$ cat config.mk
export PLATFORM = sky130hd
export DESIGN_NAME = timer_arbiter_flat
export DESIGN_NICKNAME = d
export VERILOG_FILES = /design/src/rtl/timer_arbiter_if.sv /design/src/rtl/timer_arbiter.sv /design/src/flat_wrapper.sv
export SDC_FILE = /design/constraint.sdc
export NUM_CORES = 1
export LEC_CHECK = 0
export ABC_AREA = 1
export CORE_ASPECT_RATIO = 0.75
export CORE_MARGIN = 2
export CORE_UTILIZATION = 44
export CTS_CLUSTER_DIAMETER = 120
export DETAILED_ROUTE_END_ITERATION = 10
export PLACE_DENSITY = 0.65
export SETUP_SLACK_MARGIN = 0.15
export SYNTH_ARGS = -nofsm -noshare
export SYNTH_HDL_FRONTEND = slang
export SYNTH_SLANG_ARGS = --single-unit
export TNS_END_PERCENT = 5
$ cat constraint.sdc
create_clock -name clk -period 1.56 [get_ports clk]
set_input_delay 0.312 -clock clk [delete_from_list [all_inputs] [get_ports clk]]
set_output_delay 0.312 -clock clk [all_outputs]
set_load 0.02 [all_outputs]
$ cat src/rtl/timer_arbiter_if.sv
// Bundle between the timer_arbiter, its requesters and the shared timer.
// Latency: n/a (wires only).
// Backpressure: none; requesters hold req until granted or withdrawn.
//
// Signals:
//   req/cancel    per-requester request level and cancel
//   gnt           one-hot grant, held for the whole job
//   done/aborted  one-cycle one-hot completion/abort pulses
//   wdog_err      one-cycle pulse alongside aborted on a watchdog kill
//   busy/owner    job in progress and index of current/last owner
//   tmr_start/tmr_clr/tmr_pulse  timer START_TMR, CLR and PULSE
interface timer_arbiter_if #(
    parameter int N_REQ = 4,
    parameter int IDX_W = 2
);
    logic [N_REQ-1:0] req;
    logic [N_REQ-1:0] cancel;
    logic [N_REQ-1:0] gnt;
    logic [N_REQ-1:0] done;
    logic [N_REQ-1:0] aborted;
    logic             wdog_err;
    logic             busy;
    logic [IDX_W-1:0] owner;
    logic             tmr_start;
    logic             tmr_clr;
    logic             tmr_pulse;

    // requester/timer side
    modport master (
        output req, cancel, tmr_pulse,
        input  gnt, done, aborted, wdog_err, busy, owner, tmr_start, tmr_clr
    );

    // arbiter side
    modport slave (
        input  req, cancel, tmr_pulse,
        output gnt, done, aborted, wdog_err, busy, owner, tmr_start, tmr_clr
    );
endinterface

$ cat src/rtl/timer_arbiter.sv
// Round-robin arbiter sharing one timer among N_REQ requesters, with cancel and watchdog abort.
// Latency: req -> gnt/tmr_start 1 cycle; tmr_pulse/cancel/watchdog -> done/aborted 1 cycle.
// Backpressure: req is a level held by the requester; one job at a time, others wait in req.
//
// Ports:
//   clk  system clock, rising edge
//   rst  synchronous active-high reset; abandons any job silently
//   bus  timer_arbiter_if.slave (req/cancel/tmr_pulse in, all other fields out, all registered)
module timer_arbiter #(
    parameter int          N_REQ    = 4,
    parameter int          IDX_W    = 2,
    parameter logic [20:0] WDOG_MAX = 21'h1F_FFFF
) (
    input  logic           clk,
    input  logic           rst,
    timer_arbiter_if.slave bus
);
    typedef enum logic [1:0] {S_IDLE, S_START, S_WAIT} state_t;

    state_t             state, state_nxt;
    logic [IDX_W-1:0]   owner_q, owner_nxt;
    logic [IDX_W-1:0]   rr_ptr, rr_nxt, rr_inc;
    logic [20:0]        wcnt, wcnt_nxt;

    logic [N_REQ-1:0]   gnt_q, gnt_nxt;
    logic [N_REQ-1:0]   done_q, done_nxt;
    logic [N_REQ-1:0]   aborted_q, aborted_nxt;
    logic               wdog_err_q, wdog_err_nxt;
    logic               busy_q, busy_nxt;
    logic               tmr_start_q, tmr_start_nxt;
    logic               tmr_clr_q, tmr_clr_nxt;

    logic [2*N_REQ-1:0] req_rot;
    logic [IDX_W:0]     sel_sum;
    logic [IDX_W:0]     inc_sum;
    logic [IDX_W-1:0]   sel_idx;
    logic               sel_vld;
    logic               cancel_own;
    logic               ev_done, ev_cancel, ev_wdog;

    function automatic logic [N_REQ-1:0] onehot(input logic [IDX_W-1:0] idx);
        logic [N_REQ-1:0] oh;
        oh = '0;
        for (int i = 0; i < N_REQ; i++) begin
            oh[i] = (idx == IDX_W'(i));
        end
        return oh;
    endfunction

    // State register; every output is a flop loaded from its *_nxt value.
    always_ff @(posedge clk) begin
        if (rst) begin
            state       <= S_IDLE;
            owner_q     <= '0;
            rr_ptr      <= '0;
            wcnt        <= '0;
            gnt_q       <= '0;
            done_q      <= '0;
            aborted_q   <= '0;
            wdog_err_q  <= 1'b0;
            busy_q      <= 1'b0;
            tmr_start_q <= 1'b0;
            tmr_clr_q   <= 1'b0;
        end else begin
            state       <= state_nxt;
            owner_q     <= owner_nxt;
            rr_ptr      <= rr_nxt;
            wcnt        <= wcnt_nxt;
            gnt_q       <= gnt_nxt;
            done_q      <= done_nxt;
            aborted_q   <= aborted_nxt;
            wdog_err_q  <= wdog_err_nxt;
            busy_q      <= busy_nxt;
            tmr_start_q <= tmr_start_nxt;
            tmr_clr_q   <= tmr_clr_nxt;
        end
    end

    // Next-state logic: round-robin pick, job lifecycle, watchdog.
    always_comb begin
        // Rotate requests so bit 0 is the rr pointer position; scanning offsets
        // high-to-low leaves the lowest set offset (first from the pointer).
        req_rot = {bus.req, bus.req} >> rr_ptr;
        sel_vld = 1'b0;
        sel_sum = '0;
        for (int i = N_REQ - 1; i >= 0; i--) begin
            if (req_rot[i]) begin
                sel_vld = 1'b1;
                sel_sum = {1'b0, rr_ptr} + (IDX_W+1)'(i);
            end
        end
        sel_idx = (sel_sum >= (IDX_W+1)'(N_REQ)) ? IDX_W'(sel_sum - (IDX_W+1)'(N_REQ))
                                                  : IDX_W'(sel_sum);

        inc_sum = {1'b0, owner_q} + 1'b1;
        rr_inc  = (inc_sum == (IDX_W+1)'(N_REQ)) ? '0 : IDX_W'(inc_sum);

        // gnt_q is one-hot on the owner, so masking picks out CANCEL[owner] only.
        cancel_own = |(bus.cancel & gnt_q);

        state_nxt = state;
        owner_nxt = owner_q;
        rr_nxt    = rr_ptr;
        wcnt_nxt  = wcnt;
        ev_done   = 1'b0;
        ev_cancel = 1'b0;
        ev_wdog   = 1'b0;

        case (state)
            S_IDLE: begin
                if (sel_vld) begin
                    state_nxt = S_START;
                    owner_nxt = sel_idx;
                end
            end
            S_START: begin
                state_nxt = S_WAIT;
                wcnt_nxt  = '0;
            end
            S_WAIT: begin
                // The first WAIT cycle sees count 0, so the kill is decided in the
                // WAIT cycle where the count equals WDOG_MAX.
                if (wcnt != '1) begin
                    wcnt_nxt = wcnt + 21'd1;
                end
                if (bus.tmr_pulse) begin
                    ev_done = 1'b1;
                end else if (cancel_own) begin
                    ev_cancel = 1'b1;
                end else if ((WDOG_MAX != 21'd0) && (wcnt == WDOG_MAX)) begin
                    ev_wdog = 1'b1;
                end
                if (ev_done || ev_cancel || ev_wdog) begin
                    state_nxt = S_IDLE;
                    rr_nxt    = rr_inc;
                end
            end
            default: state_nxt = S_IDLE;
        endcase
    end

    // Output logic: next values for the registered outputs.
    always_comb begin
        busy_nxt      = (state_nxt != S_IDLE);
        gnt_nxt       = busy_nxt ? onehot(owner_nxt) : '0;
        tmr_start_nxt = (state_nxt == S_START);
        done_nxt      = ev_done ? gnt_q : '0;
        aborted_nxt   = (ev_cancel || ev_wdog) ? gnt_q : '0;
        wdog_err_nxt  = ev_wdog;
        tmr_clr_nxt   = ev_cancel || ev_wdog;
    end

    assign bus.gnt       = gnt_q;
    assign bus.done      = done_q;
    assign bus.aborted   = aborted_q;
    assign bus.wdog_err  = wdog_err_q;
    assign bus.busy      = busy_q;
    assign bus.owner     = owner_q;
    assign bus.tmr_start = tmr_start_q;
    assign bus.tmr_clr   = tmr_clr_q;
endmodule

$ cat src/flat_wrapper.sv
// flat-port wrapper written by rule: the top's interface ports become plain ports
module timer_arbiter_flat 
#(
    parameter int          N_REQ    = 4,
    parameter int          IDX_W    = 2,
    parameter logic [20:0] WDOG_MAX = 21'h1F_FFFF
)
  (clk, rst, bus_req, bus_cancel, bus_tmr_pulse, bus_gnt, bus_done, bus_aborted, bus_wdog_err, bus_busy, bus_owner, bus_tmr_start, bus_tmr_clr);
  timer_arbiter_if #(.N_REQ(N_REQ), .IDX_W(IDX_W)) bus_i ();
  input  logic clk;
  input  logic rst;
  input wire logic [$bits(bus_i.req)-1:0] bus_req;
  input wire logic [$bits(bus_i.cancel)-1:0] bus_cancel;
  input wire logic [$bits(bus_i.tmr_pulse)-1:0] bus_tmr_pulse;
  output wire logic [$bits(bus_i.gnt)-1:0] bus_gnt;
  output wire logic [$bits(bus_i.done)-1:0] bus_done;
  output wire logic [$bits(bus_i.aborted)-1:0] bus_aborted;
  output wire logic [$bits(bus_i.wdog_err)-1:0] bus_wdog_err;
  output wire logic [$bits(bus_i.busy)-1:0] bus_busy;
  output wire logic [$bits(bus_i.owner)-1:0] bus_owner;
  output wire logic [$bits(bus_i.tmr_start)-1:0] bus_tmr_start;
  output wire logic [$bits(bus_i.tmr_clr)-1:0] bus_tmr_clr;
  assign bus_i.req = bus_req;
  assign bus_i.cancel = bus_cancel;
  assign bus_i.tmr_pulse = bus_tmr_pulse;
  assign bus_gnt = bus_i.gnt;
  assign bus_done = bus_i.done;
  assign bus_aborted = bus_i.aborted;
  assign bus_wdog_err = bus_i.wdog_err;
  assign bus_busy = bus_i.busy;
  assign bus_owner = bus_i.owner;
  assign bus_tmr_start = bus_i.tmr_start;
  assign bus_tmr_clr = bus_i.tmr_clr;
  timer_arbiter #(.N_REQ(N_REQ), .IDX_W(IDX_W), .WDOG_MAX(WDOG_MAX)) u_core (.clk(clk), .rst(rst), .bus(bus_i));
endmodule
==> impl_summary.md, run 1 <==
Global routing
The number of global-route vias before repair is a little over 2000. The met2 usage in global routing is 0.312. The first global-routing pass estimated between 9 and 10 mm of wire. For this run, the total global-route usage over all layers was measured as 0.208. The number of antenna violations at the first check in global routing came to 0. Entering global routing, the biggest net connects 17 pins. The total congestion overflow is 0.

In this run the most used layer during global routing was met2. The met1 global-route usage is 0.307. The met3 usage in global routing is 0.0499.

Worst setup path
By startpoint and endpoint, the worst setup path is classified as register to register. The worst setup path is launched from a register. The critical path data required time is between 1.5 and 2 ns. Of all nets on the critical path, the largest fanout is 9.

STA classifies the critical path endpoint as a register. The worst endpoint data arrival time is 1.79 ns.

Pwr
After layout, the design draws a total of ~2.5 mW. In this run the power density over the cells is roughly 790 nW/um^2. The analysis attributes to cell leakage a power of ~1.4 nW.

IR analysis of the VDD net gives a maximum drop of around 0.0005 V.

Die
The area of the placeable core is ~5000 sq um. The floorplan has 22 rows. The I/O pin count is 29. The effective utilization at floorplan is 0.461. The overall die area is between 5000 and 6000 sq um. The height of the chip is approximately 66 um.

The die is around 87 um wide.

Timing
The count of pins over their slew limit came to 0. In the finished design, the share of the clock period the worst path needs comes to 1.01. The total count of hold-check failures in the final report came to 0. For this run, the top clock speed supported by timing is around 630 MHz. The worst pin sits at a relative slew slack of 0.817. The final hold slack is approximately 0.47 ns.

The final worst slack is -0.0225 ns. Setup violations remaining at the end of the flow were counted as 6. After routing, the total negative slack on setup checks comes to -0.0929 ns. Setup repair after global routing could not meet its margin everywhere. At the pin with the least slew margin, the transition time is ~0.27 ns. The final period demand of the worst path is between 1.5 and 2 ns. The clock tree skew after final layout is between 0.009 and 0.01 ns.

Cells and area
Of the cells placed in the final design, the portion with a size suffix greater than 1 is 0.274. The area growth from synthesis to layout is 40.7%. The layout has about 440 filler cells. The most frequent standard cell in the layout excluding fill and tap cells is sky130_fd_sc_hd__nand2_1. The repair_antennas step left the layout with diodes totalling 0.

The number of nets in the layout is about 440. Once layout is complete, the utilization of the core stands at 0.648. Leaving out fill and tap cells, the most frequent cells in the layout are sky130_fd_sc_hd__nand2_1, sky130_fd_sc_hd__nor2_1, sky130_fd_sc_hd__buf_4.

Yosys
The synthesized area is 2280 sq um. In this run the mean area of a mapped cell was about 6.5 sq um. The total number of yosys warnings is 0.

In the synthesized netlist, the number of instances is around 350. The number of distinct standard cells referenced by the synthesized netlist is 31. For this run, the register share of the synthesized area comes to 0.377. The synthesized design contains 43 register bits. The number of nets in the synthesized netlist is about 360.

Detailed routing
In this run the remaining antenna-violating nets after routing total 0. The DRC violations left is 0. For this run, the detailed router's first-pass iteration total came to 5. The vias after detailed routing is 2400. The initial DRC count is around 130.

In the routed layout, each cell is associated on average with a via count of between 4 and 5. For this block, the routed nets add up to about 5.8 mm of wire. The detailed-route wire length per cell is 11.8 um.

Worst hold path
The worst hold path belongs to the class register to register.

Placed design
The number of port buffers is 28. OpenSTA, run right after detailed placement, puts the worst setup slack at -0.256 ns. The post-detailed-placement half-perimeter wirelength is 4.20 mm.

Routability-driven placement finished with a final weighted congestion of between 0.9 and 1.

Clocking
The clock slew at the register clock pins of the worst setup and hold paths is approximately 0.090 ns. The H-tree was split into 2 levels. The maximum root-to-sink buffer count is 2. TritonCTS built the clock tree. The number of buffers inserted for hold repair after clock tree synthesis is 0. The total clock buffers created by CTS is 5. The later pin in the worst-skew pair is clocked with a latency of ~0.3 ns. The library cell used as clock root buffer is sky130_fd_sc_hd__clkbuf_8.

The CTS sink count is 43.

Run status
The flow ran to the end, but the final reports show violations. The final reports fail on setup timing.

Job
The total of max-cap violations is 0.
-- area by class of cell --
cell class	count	area (sq um)	area share
clock buffers	5	68.8	0.0214
clock inverters	3	26.3	0.00818
inverters	37	146	0.0456
multi-input cells	264	1370	0.425
flip-flops and latches	43	872	0.272
well taps	60	75.1	0.0234
repair buffers	78	657	0.205
-- flip-flops by register name, indices dropped and copies added (netlist names) --
signal,count
u_core.bus.busy,1
u_core.bus.aborted,4
u_core.bus.done,4
u_core.state,2
u_core.bus.tmr_start,1
u_core.bus.wdog_err,1
u_core.rr_ptr,2
u_core.bus.tmr_clr,1
u_core.wcnt,21
u_core.bus.gnt,4
u_core.bus.owner,2
-- worst max-delay path: stages, from the launching register on --
cell and delay (ns):
sky130_fd_sc_hd__dfxtp_2 0.36, sky130_fd_sc_hd__ha_4 0.17, sky130_fd_sc_hd__nand3_4 0.10, sky130_fd_sc_hd__nor3_4 0.21, sky130_fd_sc_hd__nand3_2 0.13, sky130_fd_sc_hd__nand2_4 0.10, sky130_fd_sc_hd__nand2_4 0.08, sky130_fd_sc_hd__buf_6 0.15
sky130_fd_sc_hd__a21oi_1 0.12, sky130_fd_sc_hd__nor2_1 0.05
-- final timing paths --
path / start / endpoint / slack (ns) / depth (start not counted)
worst max-delay path: u_core.wcnt[1]$_SDFFE_PP0P_ / u_core.wcnt[6]$_SDFFE_PP0P_ / -0.02 / 9
worst min-delay path: u_core.bus.gnt[0]$_SDFF_PP0_ / u_core.bus.done[0]$_SDFF_PP0_ / 0.47 / 2
worst max register to register: u_core.wcnt[1]$_SDFFE_PP0P_ / u_core.wcnt[6]$_SDFFE_PP0P_ / -0.02 / 9
worst min register to register: u_core.bus.gnt[0]$_SDFF_PP0_ / u_core.bus.done[0]$_SDFF_PP0_ / 0.47 / 2
-- metal layers --
layer | wire length, um | vias to the layer above
met1 | 2960 | 1080
met4 | 42 | 0
met2 | 2480 | 64
met3 | 311 | 5
li1 | - | 1251
met5 | 0 | -
-- cells in the mapped netlist, drive strengths merged --
cell type    n  share of area
nand2      107           0.18
nor2        74           0.12
dfxtp       43           0.38
inv         36          0.059
nand3       30          0.068
a21oi       22          0.066
o21ai        6          0.013
or2          5          0.014
clkbuf       4         0.0066
xor2         4          0.015
buf          3          0.010
nand4        3         0.0082
xnor2        3          0.012
ha           2          0.011
nor3         2         0.0093
a21boi       1         0.0033
a21o         1         0.0033
a22o         1         0.0038
a31oi        1         0.0027
clkinv       1         0.0022
nand3b       1         0.0033
nor4         1         0.0027
-- cell families (layout without fill, tap and decap cells) --
kind of cell | count (synthesis) | after routing | synth area share
AOI/OAI and AO/OA | 32 | 32 | 0.0927
adders and majority gates | 2 | 2 | 0.0110
and+or+nand+nor | 223 | 223 | 0.414
DFF | 43 | 43 | 0.377
xor gates and xnor gates | 7 | 7 | 0.0269
buffers and inverters | 44 | 123 | 0.0784
-- metrics by stage --
step	std cells	area, sq um
floorplan	351	2310
global placement	479	2970
detailed placement	479	2970
CTS	490	3130
global route	490	3210
finish	490	3210
-- what timing repair did --
item | 4_1_cts | 5_1_grt
setup buffers | 3 | 0
pin swaps | 17 | 8
endpoints found under the setup margin | 54 | 37
endpoints found under the hold margin | 0 | 0
gates resized for setup | 40 | 25
-- where the power goes --
group	switching [mW]	total (mW)	internal (mW)
registers	0.0295	1.17	1.14
logic	0.354	0.590	0.236
clock network	0.436	0.769	0.333
total	0.819	2.53	1.71
(Power assumes the default switching activity.)
==> run 2: changes to the inputs <==
--- a/config.mk
+++ b/config.mk
@@ -11,8 +11,10 @@
 export CORE_UTILIZATION = 44
 export CTS_CLUSTER_DIAMETER = 120
 export DETAILED_ROUTE_END_ITERATION = 10
+export MAX_ROUTING_LAYER = met4
 export PLACE_DENSITY = 0.65
 export SETUP_SLACK_MARGIN = 0.15
+export SLEW_MARGIN = 20
 export SYNTH_ARGS = -nofsm -noshare
 export SYNTH_HDL_FRONTEND = slang
 export SYNTH_SLANG_ARGS = --single-unit
==> impl_summary.md, run 2 (same netlist as run 1, synthesis figures left out) <==
Timing
The actual slew at the worst max-slew pin came to 0.270 ns (-0.00314 ns). The worst slew margin relative to its limit is 0.819 (+0.00210). The portion of the clock cycle consumed by the worst path in the final layout was 1.01 (-0.00368).

The final worst slack is -0.0168 ns (+0.00574 ns). The total count of hold-check failures in the final report came to 0 (unchanged). Setup repair after global routing could not meet its margin everywhere.

The maximum operating frequency is 634 MHz (+0.36%). The final hold slack is 0.472 ns (-0.000138 ns). The number of setup violations in the final report is 6 (unchanged). The final period demand of the worst path is 1.58 ns (-0.00574 ns). The clock tree skew after final layout was 0.00971 ns (-0.000106 ns). The count of pins over their slew limit came to 0 (unchanged).

Worst setup path
Traced cell by cell, the critical path runs through ha_4 -> nand3_4 -> nor3_4 -> nand3_2 -> nand2_4 -> nand2_4 -> buf_6 -> a21oi_1 -> nor2_1. The critical path data required time is 1.77 ns (about the same). The delay of the slowest critical-path stage is 0.36 ns (about the same).

The startpoint of the most critical register-to-register path is u_core.wcnt[1]$_SDFFE_PP0P_. The slack of the worst reg-to-reg path is -0.02 ns (about the same). The peak fanout along the critical path came to 9 (unchanged). The kind of critical path is register to register. In this design, the largest share of critical-path delay is due to simple AND/OR/NAND/NOR gates.

On the critical path, the stage with the largest delay is an instance of sky130_fd_sc_hd__dfxtp_2. STA classifies the critical path startpoint as a register. The endpoint identified for the worst register-to-register timing path is u_core.wcnt[6]$_SDFFE_PP0P_. The number of stages on the worst setup path came to 9 (unchanged).

The most common cell type on the critical path is sky130_fd_sc_hd__nand2_4. The sort of element at the end of the critical path is a register. The number of buffer and inverter instances along the worst setup path was 1 (unchanged). The cell count of the worst reg-to-reg path is 9 (unchanged). The worst endpoint data arrival time is 1.79 ns (about the same).

Job
The total of max-cap violations came to 0 (unchanged).

Die
The horizontal die dimension is 87.2 um (unchanged). The I/O pin count came to 29 (unchanged). The area of the placeable core is 4950 sq um (unchanged). The effective utilization at floorplan is 0.461 (unchanged). The overall die area was 5780 sq um (unchanged). The height of the chip was 66.4 um (unchanged). The number of rows in the core area is 22 (unchanged).

Cells and area
The final non-filler cell area is 3210 sq um (unchanged). The flip-flop and latch area is 872 sq um (unchanged). The multi-input logic area was 1370 sq um (unchanged). The area growth from synthesis to layout is 40.7% (unchanged). The register with the most flip-flops in the final layout is u_core.wcnt. The flip-flop count of the largest register after layout is 21 (unchanged).

The library cell used most frequently in the layout, excluding fill and tap cells, is sky130_fd_sc_hd__nand2_1. The share of final-layout standard cells stronger than drive strength 1 is 0.274 (unchanged). The number of nets in the layout was 442 (unchanged). The antenna diode instance count is 0 (unchanged).

Leaving out fill and tap cells, the most frequent cells in the layout are sky130_fd_sc_hd__nand2_1, sky130_fd_sc_hd__nor2_1, sky130_fd_sc_hd__buf_4. The number of non-filler instances in the completed layout is 490 (unchanged). The total of fill cells in the finished design is 444 (unchanged).

Worst hold path
The path with the worst hold slack has its endpoint at u_core.bus.done[0]$_SDFF_PP0_. The worst hold path begins at u_core.bus.gnt[0]$_SDFF_PP0_. The cell depth of the worst hold path came to 2 (unchanged). The tightest min-delay check is of the register to register type.

Detailed routing
The total length of routed wires is 5.82 mm (+0.38%). The detail-routed via count per cell came to 4.86 (-0.71%). The vias after detailed routing is 2383 (-0.71%). The count of antenna-violating nets left after detailed routing came to 0 (unchanged). The DRC violations left is 0 (unchanged).

The initial DRC count came to 133 (+6.4%). The number of detailed-route iterations in the first pass is 4 (-1). The detailed-route wire length per cell was 11.9 um (+0.38%).

Global routing
The pin count of the biggest net entering global routing was 17 (unchanged). The overall track demand over capacity in global routing was 0.214 (+0.00588). The number of antenna violations at the first check in global routing came to 0 (unchanged). The global-route wire length before repair is 9.37 mm (unchanged). The number of global-route vias before repair came to 2071 (+0.048%).

The total congestion overflow is 0 (unchanged).

Pwr
The power density of the placed cells was 788 nW/um^2 (+0.15%). The leakage dissipation is 1.45 nW (unchanged). The worst IR drop on VDD is 0.000484 V (-0.52%).

Clocking
The total clock buffers created by CTS is 5 (unchanged). The clock network latency to the later pin of the worst-skew pair is 0.30 ns (about the same). TritonCTS built the clock tree.

The library cell used as clock root buffer is sky130_fd_sc_hd__clkbuf_8. The clock slew at the register clock pins of the worst setup and hold paths is 0.10 ns (about the same). The H-tree depth is 2 (unchanged). The CTS sink count is 43 (unchanged). The maximum root-to-sink buffer count is 2 (unchanged).

Placed design
The number of port buffers was 28 (unchanged). The pre-CTS worst setup slack came to -0.256 ns (unchanged). The post-detailed-placement half-perimeter wirelength is 4.20 mm (unchanged). The final weighted congestion in routability-driven placement is 0.935 (+1.8%). The instance area at placement came to 2970 sq um (unchanged). The number of cells after detailed placement is 479 (unchanged).

Run status
The flow ran to the end, but the final reports show violations. The final reports fail on setup timing.
-- run 2: cell counts in the layout (fill, tap and decap cells not counted) --
Identical to the previous run, type by type.
-- run 2: metrics by stage --
| step | util | setup TNS (ns) | total power, mW |
|---|---|---|---|
| 6_report | 0.648 | -0.0550 | 2.53 |
| 5_1_grt | 0.648 | -1.86 | 2.66 |
| 4_1_cts | 0.632 | -0.000448 | 2.51 |
| 3_5_place_dp | 0.600 | -2.50 | 1.72 |
| 3_3_place_gp | 0.600 | -2.08 | 1.71 |
| 2_1_floorplan | - | 0 | 1.52 |
-- run 2: worst max-delay path by stage --
stage	startpoint	endpoint	slack, ns
CTS	u_core.wcnt[0]$_SDFFE_PP0P_	u_core.wcnt[17]$_SDFFE_PP0P_	-0.0004
global route	u_core.wcnt[1]$_SDFFE_PP0P_	u_core.wcnt[9]$_SDFFE_PP0P_	-0.14
floorplan	u_core.wcnt[0]$_SDFFE_PP0P_	u_core.wcnt[1]$_SDFFE_PP0P_	0.04
detailed placement	bus_req[2]	u_core.bus.gnt[2]$_SDFF_PP0_	-0.26
global placement	bus_req[2]	u_core.bus.gnt[0]$_SDFF_PP0_	-0.22
finish	u_core.wcnt[1]$_SDFFE_PP0P_	u_core.wcnt[6]$_SDFFE_PP0P_	-0.02
-- run 2: metal layers --
metal	wire (um)	track usage
met2	2480	0.311
met3	298	0.0499
met5	0	-
met1	3000	0.309
met4	47	0.0346
-- run 2: timing repair --
action / CTS / global route
pin swaps: 17 / 8
gates resized for setup: 40 / 25
cloned: 0 / 0
setup endpoints to repair: 54 / 37
setup buffers: 3 / 0
hold buffers: 0 / 0
-- run 2: cell type report --
type	count	area share
Multi-Input combinational cell	264	0.425
Clock inverter	3	0.00818
Inverter	37	0.0456
Tap cell	60	0.0234
Timing Repair Buffer	78	0.205
Clock buffer	5	0.0214
Sequential cell	43	0.272
-- run 2: power by group --
part / internal (mW) / switching [mW] / total, mW / leakage, nW
logic: 0.236 / 0.354 / 0.591 / 1.04
registers: 1.14 / 0.0297 / 1.17 / 0.352
clock network: 0.333 / 0.439 / 0.772 / 0.0495
-- run 2: worst reg2reg max path, delay by kind of cell (launching register included) --
kind	cells	cell delay (ns)
AOI/OAI and AO/OA	1	0.12
and+or+nand+nor	6	0.68
DFF	1	0.36
buffers and inverters	1	0.15
adders and majority gates	1	0.17
==> RTL edit: new RTL, settings of run 1 <==
`IDX_W` is set to 2 in 3 places; all go to 3.
--- a/src/rtl/timer_arbiter_if.sv
+++ b/src/rtl/timer_arbiter_if.sv
@@ -12,5 +12,5 @@
 interface timer_arbiter_if #(
     parameter int N_REQ = 4,
-    parameter int IDX_W = 2
+    parameter int IDX_W = 3
 );
     logic [N_REQ-1:0] req;
--- a/src/rtl/timer_arbiter.sv
+++ b/src/rtl/timer_arbiter.sv
@@ -9,5 +9,5 @@
 module timer_arbiter #(
     parameter int          N_REQ    = 4,
-    parameter int          IDX_W    = 2,
+    parameter int          IDX_W    = 3,
     parameter logic [20:0] WDOG_MAX = 21'h1F_FFFF
 ) (
--- a/src/flat_wrapper.sv
+++ b/src/flat_wrapper.sv
@@ -3,5 +3,5 @@
 #(
     parameter int          N_REQ    = 4,
-    parameter int          IDX_W    = 2,
+    parameter int          IDX_W    = 3,
     parameter logic [20:0] WDOG_MAX = 21'h1F_FFFF
 )
Interface: changed (resized bus_owner); port bits go from 29 to 30. The function was not compared with the original's and may differ.
==> RTL edit against run 1 <==
The run still ends with setup timing left. Design area increased by 12%. Area after synthesis rose by 5.8%. Via count up 4.7%. Sequential share of layout area decreased by 1.5 points. Final cell count increased by 6.5%. Die area is 5.4% higher. Worst setup slack lost 0.11 ns. Power grew 23%. Sequential cell count grew 2. Wire length is 9.6% higher. Sequential power grew 9%. Critical endpoint is now u_core.wcnt[5]$_SDFFE_PP0P_. Largest cell class unchanged. Largest power group unchanged.
==> RTL edit: results (changes against run 1) <==
[status]
status = finished with violations  ; unchanged
violations = setup timing  ; unchanged

[placed_design]
gp_congestion = 0.855  ; was 0.919
dpl_worst_slack_ns = -0.368  ; was -0.256 ns
io_buffers = 29  ; was 28
place_inst = 505  ; was 479
placed_area_um2 = 3190  ; was 2970 µm²

[global_routing]
grt.total_usage_pct = 22.4  ; was 20.8%
grt_pass1_wl_um = 10600  ; was 9370 µm

[pwr]
power.leakage_nw = 1.69  ; was 1.45 nW
peakVddDrop_uv = 694  ; was 487 µV

[timing]
clock_skew_ns = 0.0139  ; was 0.00981 ns
max_slew_margin_pct = 74.0  ; was 81.7%
fin_ws_ns = -0.134  ; was -0.0225 ns
whs_ns = 0.483  ; was 0.472 ns
finalSetupViolCount = 27  ; was 6

[detailed_routing]
dr_total_vias = 2513  ; was 2400
drtPass1Iterations = 4  ; was 5
wire_per_inst_um = 12.2  ; was 11.8 µm
drt_iter0_markers = 143  ; was 125

[cells_and_area]
layout.area.seq_um2 = 920  ; was 872 µm²
buf_share_pct = 20.0  ; was 20.5%
fillers = 476  ; was 444
n_all_buffers = 88  ; was 78
clock_cell_area_share_pct = 3.31  ; was 2.96%
drive_gt1_share_pct = 34.9  ; was 27.4%
num-nonclk-inverters = 51  ; was 37

[logic_synthesis]
ys_seq_area_share_pct = 37.3  ; was 37.7%
ys_top_cells_by_count = nand2_1 (87), dfxtp_1 (45), nor2_1 (45), inv_1 (44), nand3_1 (31)  ; was nand2_1 (101), nor2_1 (72), dfxtp_1 (43), inv_1 (34), nand3_1 (29)
synthCells = 354  ; was 351
synthTopCellsByArea = dfxtp_1 (37%), nand2_1 (14%), nor2_1 (7.0%), inv_1 (6.8%), nand3_1 (6.4%)  ; was dfxtp_1 (38%), nand2_1 (17%), nor2_1 (12%), nand3_1 (6.4%), inv_1 (5.6%)

[setup_path]
reg2reg_depth = 11  ; was 9
critPathMaxFanout = 6  ; was 9
arrival_ns = 1.90  ; was 1.79 ns
crit_end = u_core.wcnt[5]$_SDFFE_PP0P_  ; was u_core.wcnt[6]$_SDFFE_PP0P_
critPathLaunch = u_core.wcnt[0]$_SDFFE_PP0P_  ; was u_core.wcnt[1]$_SDFFE_PP0P_
r2r-end = u_core.wcnt[5]$_SDFFE_PP0P_  ; was u_core.wcnt[6]$_SDFFE_PP0P_

[die]
coreArea_um2 = 5320  ; was 4950 µm²

[clocking]
clkSinkCount = 45  ; was 43

[worst_hold_path]
hold-path-endpoint = u_core.wcnt[16]$_SDFFE_PP0P_  ; was u_core.bus.done[0]$_SDFF_PP0_

==> RTL edit: cell types whose count changed after synthesis, moves of 4 or more <==
cell | run 1 | this run
a21oi_1 | 11 | 21
a21oi_2 | 11 | 0
and3_1 | 0 | 4
ha_1 | 2 | 6
inv_1 | 34 | 44
nand2_1 | 101 | 87
nand2_2 | 5 | 11
nor2_1 | 72 | 45
nor2_2 | 2 | 6
or2_2 | 5 | 1
==> RTL edit: layer usage <==
| metal | share of wire [%] | up-vias | global-route usage, % |
|---|---|---|---|
| li1 | - | 1308 | - |
| met1 | 52 | 1142 | 32.7 |
| met2 | 42 | 59 | 34.4 |
| met3 | 5.5 | 4 | 5.19 |
| met4 | 0.49 | 0 | 3.54 |
| met5 | 0 | - | 0 |
==> RTL edit: report_power, final <==
group / switching, mW / leakage [nW] / internal (mW)
clock: 0.439 / 0.0603 / 0.491
combinational: 0.557 / 1.26 / 0.358
sequential: 0.0574 / 0.369 / 1.21
total: 1.05 / 1.69 / 2.06
==> RTL edit: cell families (layout without fill, tap and decap cells) <==
family	after synthesis	after routing	synth area share, %
AO/OA/AOI/OAI	38	38	8.61
XOR/XNOR	3	3	1.09
adder cells (fa/ha/maj)	6	6	3.11
buffers and inverters	55	147	9.49
flip-flops	45	45	37.3
AND/OR/NAND/NOR	207	208	40.4
==> RTL edit: worst min-delay path: cells and delay by family (launching register included) <==
| family | cells | cell delay [ns] |
|---|---|---|
| AOI/OAI and AO/OA | 1 | 0.05 |
| DFF | 1 | 0.33 |
| and+or+nand+nor | 1 | 0.06 |
==> RTL edit: timing repair <==
item | 4_1_cts | 5_1_grt
setup buffers | 6 | 2
gates resized for setup | 61 | 34
setup endpoints to repair | 57 | 40
pin swaps | 23 | 15
cloned | 1 | 0
